$ cat src/rtl/dump_pkg.sv
// rtl/dump_pkg.sv - shared types and constants for the memory dump streamer
//
// Holds the dump FSM state encoding, the word/byte geometry and a byte
// selection helper used by the streamer.

package dump_pkg;

    localparam int BYTES_PER_WORD = 4;
    localparam int BYTE_W         = 8;
    localparam int WORD_W         = BYTES_PER_WORD * BYTE_W;

    typedef enum logic [2:0] {
        ST_IDLE,
        ST_READ,
        ST_CAPTURE,
        ST_SEND,
        ST_DONE
    } dump_state_t;

    // Byte lane idx of a word, lane 0 being the least-significant byte.
    function automatic logic [BYTE_W-1:0] byte_of(input logic [WORD_W-1:0] word,
                                                  input logic [1:0]        idx);
        return word[{idx, 3'b000} +: BYTE_W];
    endfunction

endpackage

$ cat src/rtl/mem_dump_streamer_if.sv
// rtl/mem_dump_streamer_if.sv - memory read port and byte stream bundle
//
// Ports (signals):
//   mem_rd_en, mem_addr  streamer -> memory  read strobe and word address
//   mem_rdata            memory -> streamer  read data, one cycle after mem_rd_en
//   tx_valid, tx_data,
//   tx_last              streamer -> sink    byte stream, final byte marked
//   tx_ready             sink -> streamer    byte accepted
// Modports: master (streamer side), slave (memory + sink side).

interface mem_dump_streamer_if #(
    parameter int ADDR_W = 8,
    parameter int DATA_W = 32
);

    logic              mem_rd_en;
    logic [ADDR_W-1:0] mem_addr;
    logic [DATA_W-1:0] mem_rdata;
    logic              tx_valid;
    logic              tx_ready;
    logic [7:0]        tx_data;
    logic              tx_last;

    modport master (
        output mem_rd_en, mem_addr, tx_valid, tx_data, tx_last,
        input  mem_rdata, tx_ready
    );

    modport slave (
        input  mem_rd_en, mem_addr, tx_valid, tx_data, tx_last,
        output mem_rdata, tx_ready
    );

endinterface

$ cat src/rtl/mem_dump_streamer.sv
// rtl/mem_dump_streamer.sv - reads a word range from memory and streams it out LSB byte first
//
// Ports:
//   clk, reset          clock and synchronous active-high reset
//   start               command strobe, only honoured in IDLE
//   start_addr          first word address of the dump
//   word_count          number of words, 0..2^ADDR_W
//   busy                high in READ, CAPTURE and SEND
//   done                one-cycle completion pulse
//   bus (master)        memory read port and byte stream

module mem_dump_streamer
    import dump_pkg::*;
#(
    parameter int ADDR_W = 8,
    parameter int DATA_W = 32
) (
    input  logic                clk,
    input  logic                reset,
    input  logic                start,
    input  logic [ADDR_W-1:0]   start_addr,
    input  logic [ADDR_W:0]     word_count,
    output logic                busy,
    output logic                done,
    mem_dump_streamer_if.master bus
);

    localparam logic [1:0]      LAST_IDX = 2'(BYTES_PER_WORD - 1);
    localparam logic [ADDR_W:0] CNT_ONE  = (ADDR_W + 1)'(1);
    localparam logic [ADDR_W-1:0] ADDR_ONE = ADDR_W'(1);

    dump_state_t       state_q, state_d;
    logic [ADDR_W-1:0] addr_q,  addr_d;
    logic [ADDR_W:0]   count_q, count_d;
    logic [DATA_W-1:0] buf_q,   buf_d;
    logic [1:0]        idx_q,   idx_d;

    always_ff @(posedge clk) begin
        if (reset) begin
            state_q <= ST_IDLE;
            addr_q  <= '0;
            count_q <= '0;
            buf_q   <= '0;
            idx_q   <= '0;
        end else begin
            state_q <= state_d;
            addr_q  <= addr_d;
            count_q <= count_d;
            buf_q   <= buf_d;
            idx_q   <= idx_d;
        end
    end

    always_comb begin
        state_d = state_q;
        addr_d  = addr_q;
        count_d = count_q;
        buf_d   = buf_q;
        idx_d   = idx_q;
        case (state_q)
            ST_IDLE: begin
                if (start) begin
                    if (word_count != '0) begin
                        addr_d  = start_addr;
                        count_d = word_count;
                        state_d = ST_READ;
                    end else begin
                        state_d = ST_DONE;
                    end
                end
            end
            ST_READ: begin
                state_d = ST_CAPTURE;
            end
            ST_CAPTURE: begin
                buf_d   = bus.mem_rdata;
                idx_d   = '0;
                state_d = ST_SEND;
            end
            ST_SEND: begin
                if (bus.tx_ready) begin
                    idx_d = idx_q + 2'd1;
                    if (idx_q == LAST_IDX) begin
                        // Address wraps naturally at 2^ADDR_W.
                        count_d = count_q - CNT_ONE;
                        addr_d  = addr_q + ADDR_ONE;
                        state_d = (count_q == CNT_ONE) ? ST_DONE : ST_READ;
                    end
                end
            end
            ST_DONE: begin
                state_d = ST_IDLE;
            end
            default: begin
                state_d = ST_IDLE;
            end
        endcase
    end

    // Outputs are decoded from registered state only, so tx_valid never
    // depends on tx_ready and everything reads 0 outside the active states.
    always_comb begin
        busy          = (state_q == ST_READ) || (state_q == ST_CAPTURE) || (state_q == ST_SEND);
        done          = (state_q == ST_DONE);
        bus.mem_rd_en = (state_q == ST_READ);
        bus.mem_addr  = (state_q == ST_READ) ? addr_q : '0;
        bus.tx_valid  = (state_q == ST_SEND);
        bus.tx_data   = (state_q == ST_SEND) ? byte_of(buf_q, idx_q) : '0;
        bus.tx_last   = (state_q == ST_SEND) && (idx_q == LAST_IDX) && (count_q == CNT_ONE);
    end

endmodule

$ cat src/flat_wrapper.sv
// flat-port wrapper written by rule: the top's interface ports become plain ports
module mem_dump_streamer_flat import dump_pkg::*;
#(
    parameter int ADDR_W = 8,
    parameter int DATA_W = 32
)
  (clk, reset, start, start_addr, word_count, busy, done, bus_mem_rd_en, bus_mem_addr, bus_tx_valid, bus_tx_data, bus_tx_last, bus_mem_rdata, bus_tx_ready);
  mem_dump_streamer_if #(.ADDR_W(ADDR_W), .DATA_W(DATA_W)) bus_i ();
  input  logic clk;
  input  logic reset;
  input  logic start;
  input  logic [ADDR_W-1:0] start_addr;
  input  logic [ADDR_W:0] word_count;
  output logic busy;
  output logic done;
  output wire logic [$bits(bus_i.mem_rd_en)-1:0] bus_mem_rd_en;
  output wire logic [$bits(bus_i.mem_addr)-1:0] bus_mem_addr;
  output wire logic [$bits(bus_i.tx_valid)-1:0] bus_tx_valid;
  output wire logic [$bits(bus_i.tx_data)-1:0] bus_tx_data;
  output wire logic [$bits(bus_i.tx_last)-1:0] bus_tx_last;
  input wire logic [$bits(bus_i.mem_rdata)-1:0] bus_mem_rdata;
  input wire logic [$bits(bus_i.tx_ready)-1:0] bus_tx_ready;
  assign bus_mem_rd_en = bus_i.mem_rd_en;
  assign bus_mem_addr = bus_i.mem_addr;
  assign bus_tx_valid = bus_i.tx_valid;
  assign bus_tx_data = bus_i.tx_data;
  assign bus_tx_last = bus_i.tx_last;
  assign bus_i.mem_rdata = bus_mem_rdata;
  assign bus_i.tx_ready = bus_tx_ready;
  mem_dump_streamer #(.ADDR_W(ADDR_W), .DATA_W(DATA_W)) u_core (.clk(clk), .reset(reset), .start(start), .start_addr(start_addr), .word_count(word_count), .busy(busy), .done(done), .bus(bus_i));
endmodule
$ cat config.mk
export PLATFORM = sky130hd
export DESIGN_NAME = mem_dump_streamer_flat
export DESIGN_NICKNAME = d
export VERILOG_FILES = /design/src/rtl/dump_pkg.sv /design/src/rtl/mem_dump_streamer_if.sv /design/src/rtl/mem_dump_streamer.sv /design/src/flat_wrapper.sv
export SDC_FILE = /design/constraint.sdc
export NUM_CORES = 1
export LEC_CHECK = 0
export ABC_CLOCK_PERIOD_IN_PS = 1900
export BUFFER_PORTS_ARGS = -buffer_cell sky130_fd_sc_hd__buf_4
export CAP_MARGIN = 0
export CORE_MARGIN = 2
export CORE_UTILIZATION = 30
export CTS_CLUSTER_DIAMETER = 50
export CTS_CLUSTER_SIZE = 24
export DETAILED_ROUTE_END_ITERATION = 7
export PLACE_DENSITY = 0.55
export REMOVE_ABC_BUFFERS = 1
export SETUP_SLACK_MARGIN = 0.3
export SLEW_MARGIN = 20
export SYNTH_ARGS = -nofsm -noshare
export SYNTH_HDL_FRONTEND = slang
export SYNTH_SLANG_ARGS = --single-unit
$ cat constraint.sdc
create_clock -name clk -period 1.9 [get_ports clk]
set_input_delay 0.19 -clock clk [delete_from_list [all_inputs] [get_ports clk]]
set_output_delay 0.19 -clock clk [all_outputs]
set_load 0.005 [all_outputs]
# After elaboration in Yosys (flattened, before gate mapping)
# Index checks and enable logic that the tools add are counted.
word_totals:
  latchBits: 0
  memories: 0
  register_bits: 54
  inputBits: 53
  output_inout_bits: 21
  mem_bits_ro: 0
  ramBits: 0
  word_cells: 50
op_classes:
  shifts: 1
  n_lt_le_gt_ge: 0
  n_eq_ne: 10
  n_reduce_logical: 11
  n_mux: 20
  add_sub_neg: 3
  div: 0
  bitwise_logic: 0
  multipliers: 0
op_table:
  columns: ["operator", "count"]
  rows:
  - ["$mux 8", 6]
  - ["$mux 9", 4]
  - ["$shiftx 32x6->8", 1]
  - ["$pmux 9 s2", 1]
  - ["$pmux 8 s2", 1]
  - ["$mux 3", 5]
  - ["$pmux 3 s4", 1]
  - ["$eq 9x1->1 const B", 1]
  - ["$reduce_bool 9->1", 1]
  - ["$sub 9x1->9 const B", 1]
  - ["$add 8x1->8 const B", 1]
  - ["$eq 3x2->1 const B", 2]
  - ["$ne 2x1->1 const B", 3]
  - ["$reduce_and 5->1", 1]
  - ["$pmux 2 s2", 1]
  - ["$reduce_bool 2->1", 2]
  - ["$eq 3x1->1 const B", 1]
  - ["$eq 3x3->1 const B", 1]
  - ["$logic_not 3->1", 1]
  - ["$reduce_and 3->1", 1]
  - ["$add 2x1->2 const B", 1]
  - ["$eq 2x2->1 const B", 1]
  - ["$logic_and 1x1->1", 2]
  - ["$logic_or 1x1->1", 2]
  - ["other kinds (3)", 3]

# Logic depth before layout (Yosys ltp)
logic_depth:
  depth_word: 5
  depth_mapped: 7
  ltp_nobuf: 6

# Least setup slack after synthesis
# Ideal clock, no wire load.
synth_timing:
  path_kind: "register to output"
  startpoint: "register u_core.idx_q[0]"
  endpoint: "output bus_tx_data[0]"
  t_required_ps: 1710
  arrival_ps: 1457
  stages_incl_launch_ff: 4
  path_buffers: 1
  path_slack_ps: 253
  cell_sequence: "dfxtp_1 clkbuf_1 mux4_2 and2_1"
synth_via:
  elab_chain_len: 2
synth_lines:
  columns: ["element", "line_no", "rtl"]
  rows:
  - ["from (decl)", "mem_dump_streamer.sv:36", "logic [1:0] idx_q, idx_d;"]
  - ["from (signal assigned)", "mem_dump_streamer.sv:50", "idx_q <= idx_d;"]
  - ["$shiftx 32x6->8", "dump_pkg.sv:23", "return word[{idx, 3'b000} +: BYTE_W];"]
  - ["$mux 8", "mem_dump_streamer.sv:108", "bus.tx_data = (state_q == ST_SEND) ? byte_of(buf_q, idx_q) : '0;"]
  - ["to (decl)", "flat_wrapper.sv:19", "output wire logic [$bits(bus_i.tx_data)-1:0] bus_tx_data;"]
# Every way passes these cells.

# Worst setup path after layout
layout_timing:
  startpoint: "register u_core.idx_q[0]"
  endpoint: "output bus_tx_data[5]"
# Same word-level chain as after synthesis.

==> impl_metrics.env <==
export IMPL_drt_initial_drc_count=122
export IMPL_leakage_nw=1.65
export IMPL_vias=2977
export IMPL_vdd_drop_max_v=0.000335
export IMPL_antenna_found_initial=0
export IMPL_numCtsBuffers=5
export IMPL_synth_seq_cells=54
export IMPL_htree_levels=2
export IMPL_path_max_fanout=5
export IMPL_hp_class="in -> reg"
export IMPL_ant_nets=0
export IMPL_busiest_layer="met2"
export IMPL_die_y_um=104
export IMPL_grtUsageMet1_pct=21.4
export IMPL_syn_cell_area_mm2=0.00300
export IMPL_worstSkewPairLatency_ps=310
export IMPL_net_switching_power_w=0.00125
export IMPL_met2_usage_pct=25.5
export IMPL_dp_slack_ps=139
export IMPL_wl_per_cell_um=14.9
export IMPL_async_reset_ff_share_pct=0
export IMPL_synth_cell_types=51
export IMPL_setup_viol=0
export IMPL_slew_violations=0
export IMPL_gp_congestion=0.788
export IMPL_avgSynthCellArea_um2=8.41
export IMPL_pwr_share_seq_pct=41.4
export IMPL_cp_required_ps=1710
export IMPL_yosys_top_cells_area="dfxtp_1 (36%), nand2_1 (9.6%), a21oi_1 (8.4%)"
export IMPL_synth_edff_count=0
export IMPL_grt_pass1_vias=2754
export IMPL_dpl_cell_count=551
export IMPL_yosysTopAreaCell="dfxtp_1"
export IMPL_viasPerCell=5.09
export IMPL_post_route_min_period_ps=1800
export IMPL_maxCapViolCount=0
export IMPL_multi_input_area_mm2=0.00193
export IMPL_tightestPinTransition_ps=513
export IMPL_crit_type="reg -> out"
export IMPL_cp_arrival_ps=1610
export IMPL_drt_total_wl_um=8740
export IMPL_fin_worst_skew_ps=4.65
export IMPL_io_pins=74
export IMPL_synth_main_ff_cell="dfxtp_1"
export IMPL_p_clk_share_pct=20.5
export IMPL_hold_viol=0
export IMPL_drive_gt1_share_pct=41.6
export IMPL_syn2layout_area_growth_pct=42.9
export IMPL_cts_root_buf="clkbuf_8"
export IMPL_portBuffers=73
export IMPL_grt_util_met3_pct=3.70
export IMPL_fin_crit_sh_pct=94.7
export IMPL_hold_slack_ps=113
export IMPL_cts_tree="yes"
export IMPL_end_kind="output pin"
export IMPL_start_kind="flip-flop"
export IMPL_status="completed"
export IMPL_combPwrFrac_pct=38.1
export IMPL_syn_inst=356
export IMPL_regArea_mm2=0.00110
export IMPL_relSlewSlack_pct=65.5
export IMPL_nets=508
export IMPL_power_total_w=0.00349
export IMPL_grt_pass1_wl_um=13800
export IMPL_drt_pass1_iterations=5
export IMPL_die_area_mm2=0.0108
export IMPL_die_x_um=104
export IMPL_ys_warn_count=0
export IMPL_power_density_mw_per_mm2=815
export IMPL_finalNonFillerCells=585
export IMPL_clkSinkCount=54
export IMPL_drc=0
export IMPL_rsz0062_at_grt="true"
export IMPL_core_area_mm2=0.00973
export IMPL_grt_use_total_pct=15.5
export IMPL_dpl_hpwl_um=5800
export IMPL_internal_power_w=0.00224
export IMPL_cts_buffer_depth=2
export IMPL_final_setup_worst_slack_ps=101
export IMPL_grt_overflow=0
export IMPL_max_freq_mhz=556
export IMPL_start_util_pct=30.8
export IMPL_grt_max_degree=40
export IMPL_layout_commonest_cell="buf_4"
export IMPL_seq_area_frac_synth_pct=36.1
export IMPL_fill_cells=996
export IMPL_p_sw_share_pct=35.7
export IMPL_num_antenna_cells=0
export IMPL_clkTransAtPathRegs_ps=100
export IMPL_rows=36
export IMPL_most_common_layout_cells="buf_4 (88), nand2_1 (77), dfxtp_1 (49), a21oi_1 (48), buf_6 (22)"
export IMPL_timing_setup_tns_ps=0
export IMPL_synth_top_cell_area_share_pct=36.1
final timing paths:
kind,start,end,slack (ps),depth (start not counted)
worst min register to register,u_core.buf_q[26]$_SDFFE_PP0P_,u_core.buf_q[26]$_SDFFE_PP0P_,460,2
worst max register to register,u_core.idx_q[0]$_SDFFE_PP0P_,u_core.count_q[0]$_SDFFE_PP0P_,130,9
worst min-delay path,bus_mem_rdata[21],u_core.buf_q[21]$_SDFFE_PP0P_,110,3
worst max-delay path,u_core.idx_q[0]$_SDFFE_PP0P_,bus_tx_data[5],100,4
per-stage QoR:
stage          cell area (um^2)  util (%)
3_3_place_gp               3720      38.3
4_1_cts                    4000      41.1
5_1_grt                    4280      44.0
6_report                   4280      44.0
2_1_floorplan              2870         -
3_5_place_dp               3720      38.3
layer usage:
metal,part of all wire (%),up-vias
met3,6.4,2
met4,0.14,0
li1,-,1466
met5,0,-
met1,45,1406
met2,48,103
synthesized netlist by cell type, types with 3 or more instances:
master    number
nand2_1       77
dfxtp_1       54
a21oi_1       50
and2_1        22
clkbuf_1      17
nor2_1        14
mux4_2         8
nand2b_1       8
nor3_1         8
nor3_2         7
o32ai_2        7
a31oi_1        6
buf_2          5
o21ai_0        5
ha_1           4
inv_1          4
nand3_1        4
nand4_1        4
a211o_1        3
a311oi_1       3
nor3b_1        3
nor4_1         3
o211ai_1       3
o31ai_1        3
o31ai_2        3
logic make-up (layout without fill, tap and decap cells):
| group | after synthesis | after routing | share of synthesized area, % |
|---|---|---|---|
| AND/OR/NAND/NOR | 167 | 167 | 29.5 |
| buffers and inverters | 31 | 126 | 4.84 |
| multiplexers | 8 | 8 | 6.01 |
| adder cells (fa/ha/maj) | 4 | 4 | 1.67 |
| AO/OA/AOI/OAI | 92 | 93 | 21.8 |
| flip-flops | 54 | 54 | 36.1 |
power groups by stage:
stage	sequential, W	combinational [W]	clock, W
after floorplan	0.00142	0.000675	0
after global placement	0.00145	0.00110	0
after detailed placement	0.00146	0.00110	0
after CTS	0.00144	0.00115	0.000737
after global routing	0.00147	0.00146	0.000777
final	0.00144	0.00133	0.000715
sequential cells by signal, indices dropped and copies added, names as in the netlist:
name,flops
u_core.count_q,9
u_core.buf_q,32
u_core.idx_q,2
u_core.state_q,3
u_core.addr_q,8
critical path, cell delays in order (launching register included):
cell and delay [ps]:
dfxtp_4 380, buf_8 130, mux4_2 500, and2_4 180, buf_6 110
area by class of cell:
class                   count  share of cell area (%)
clock buffers               6                    1.93
well taps                 133                    3.89
flip-flops and latches     54                    25.6
repair buffers            114                    22.6
inverters                   4                   0.409
multi-input cells         272                    45.1
clock inverters             2                   0.409
repair_timing:
action                     CTS  global route
setup buffers                7            16
setup endpoints to repair   63            55
pin swaps                    8            20
resized for setup           33            40
hold buffers                 0             0
cloned                       2             1
hold endpoints to repair     0             0
Note: power is estimated with default switching activity, not from simulation.
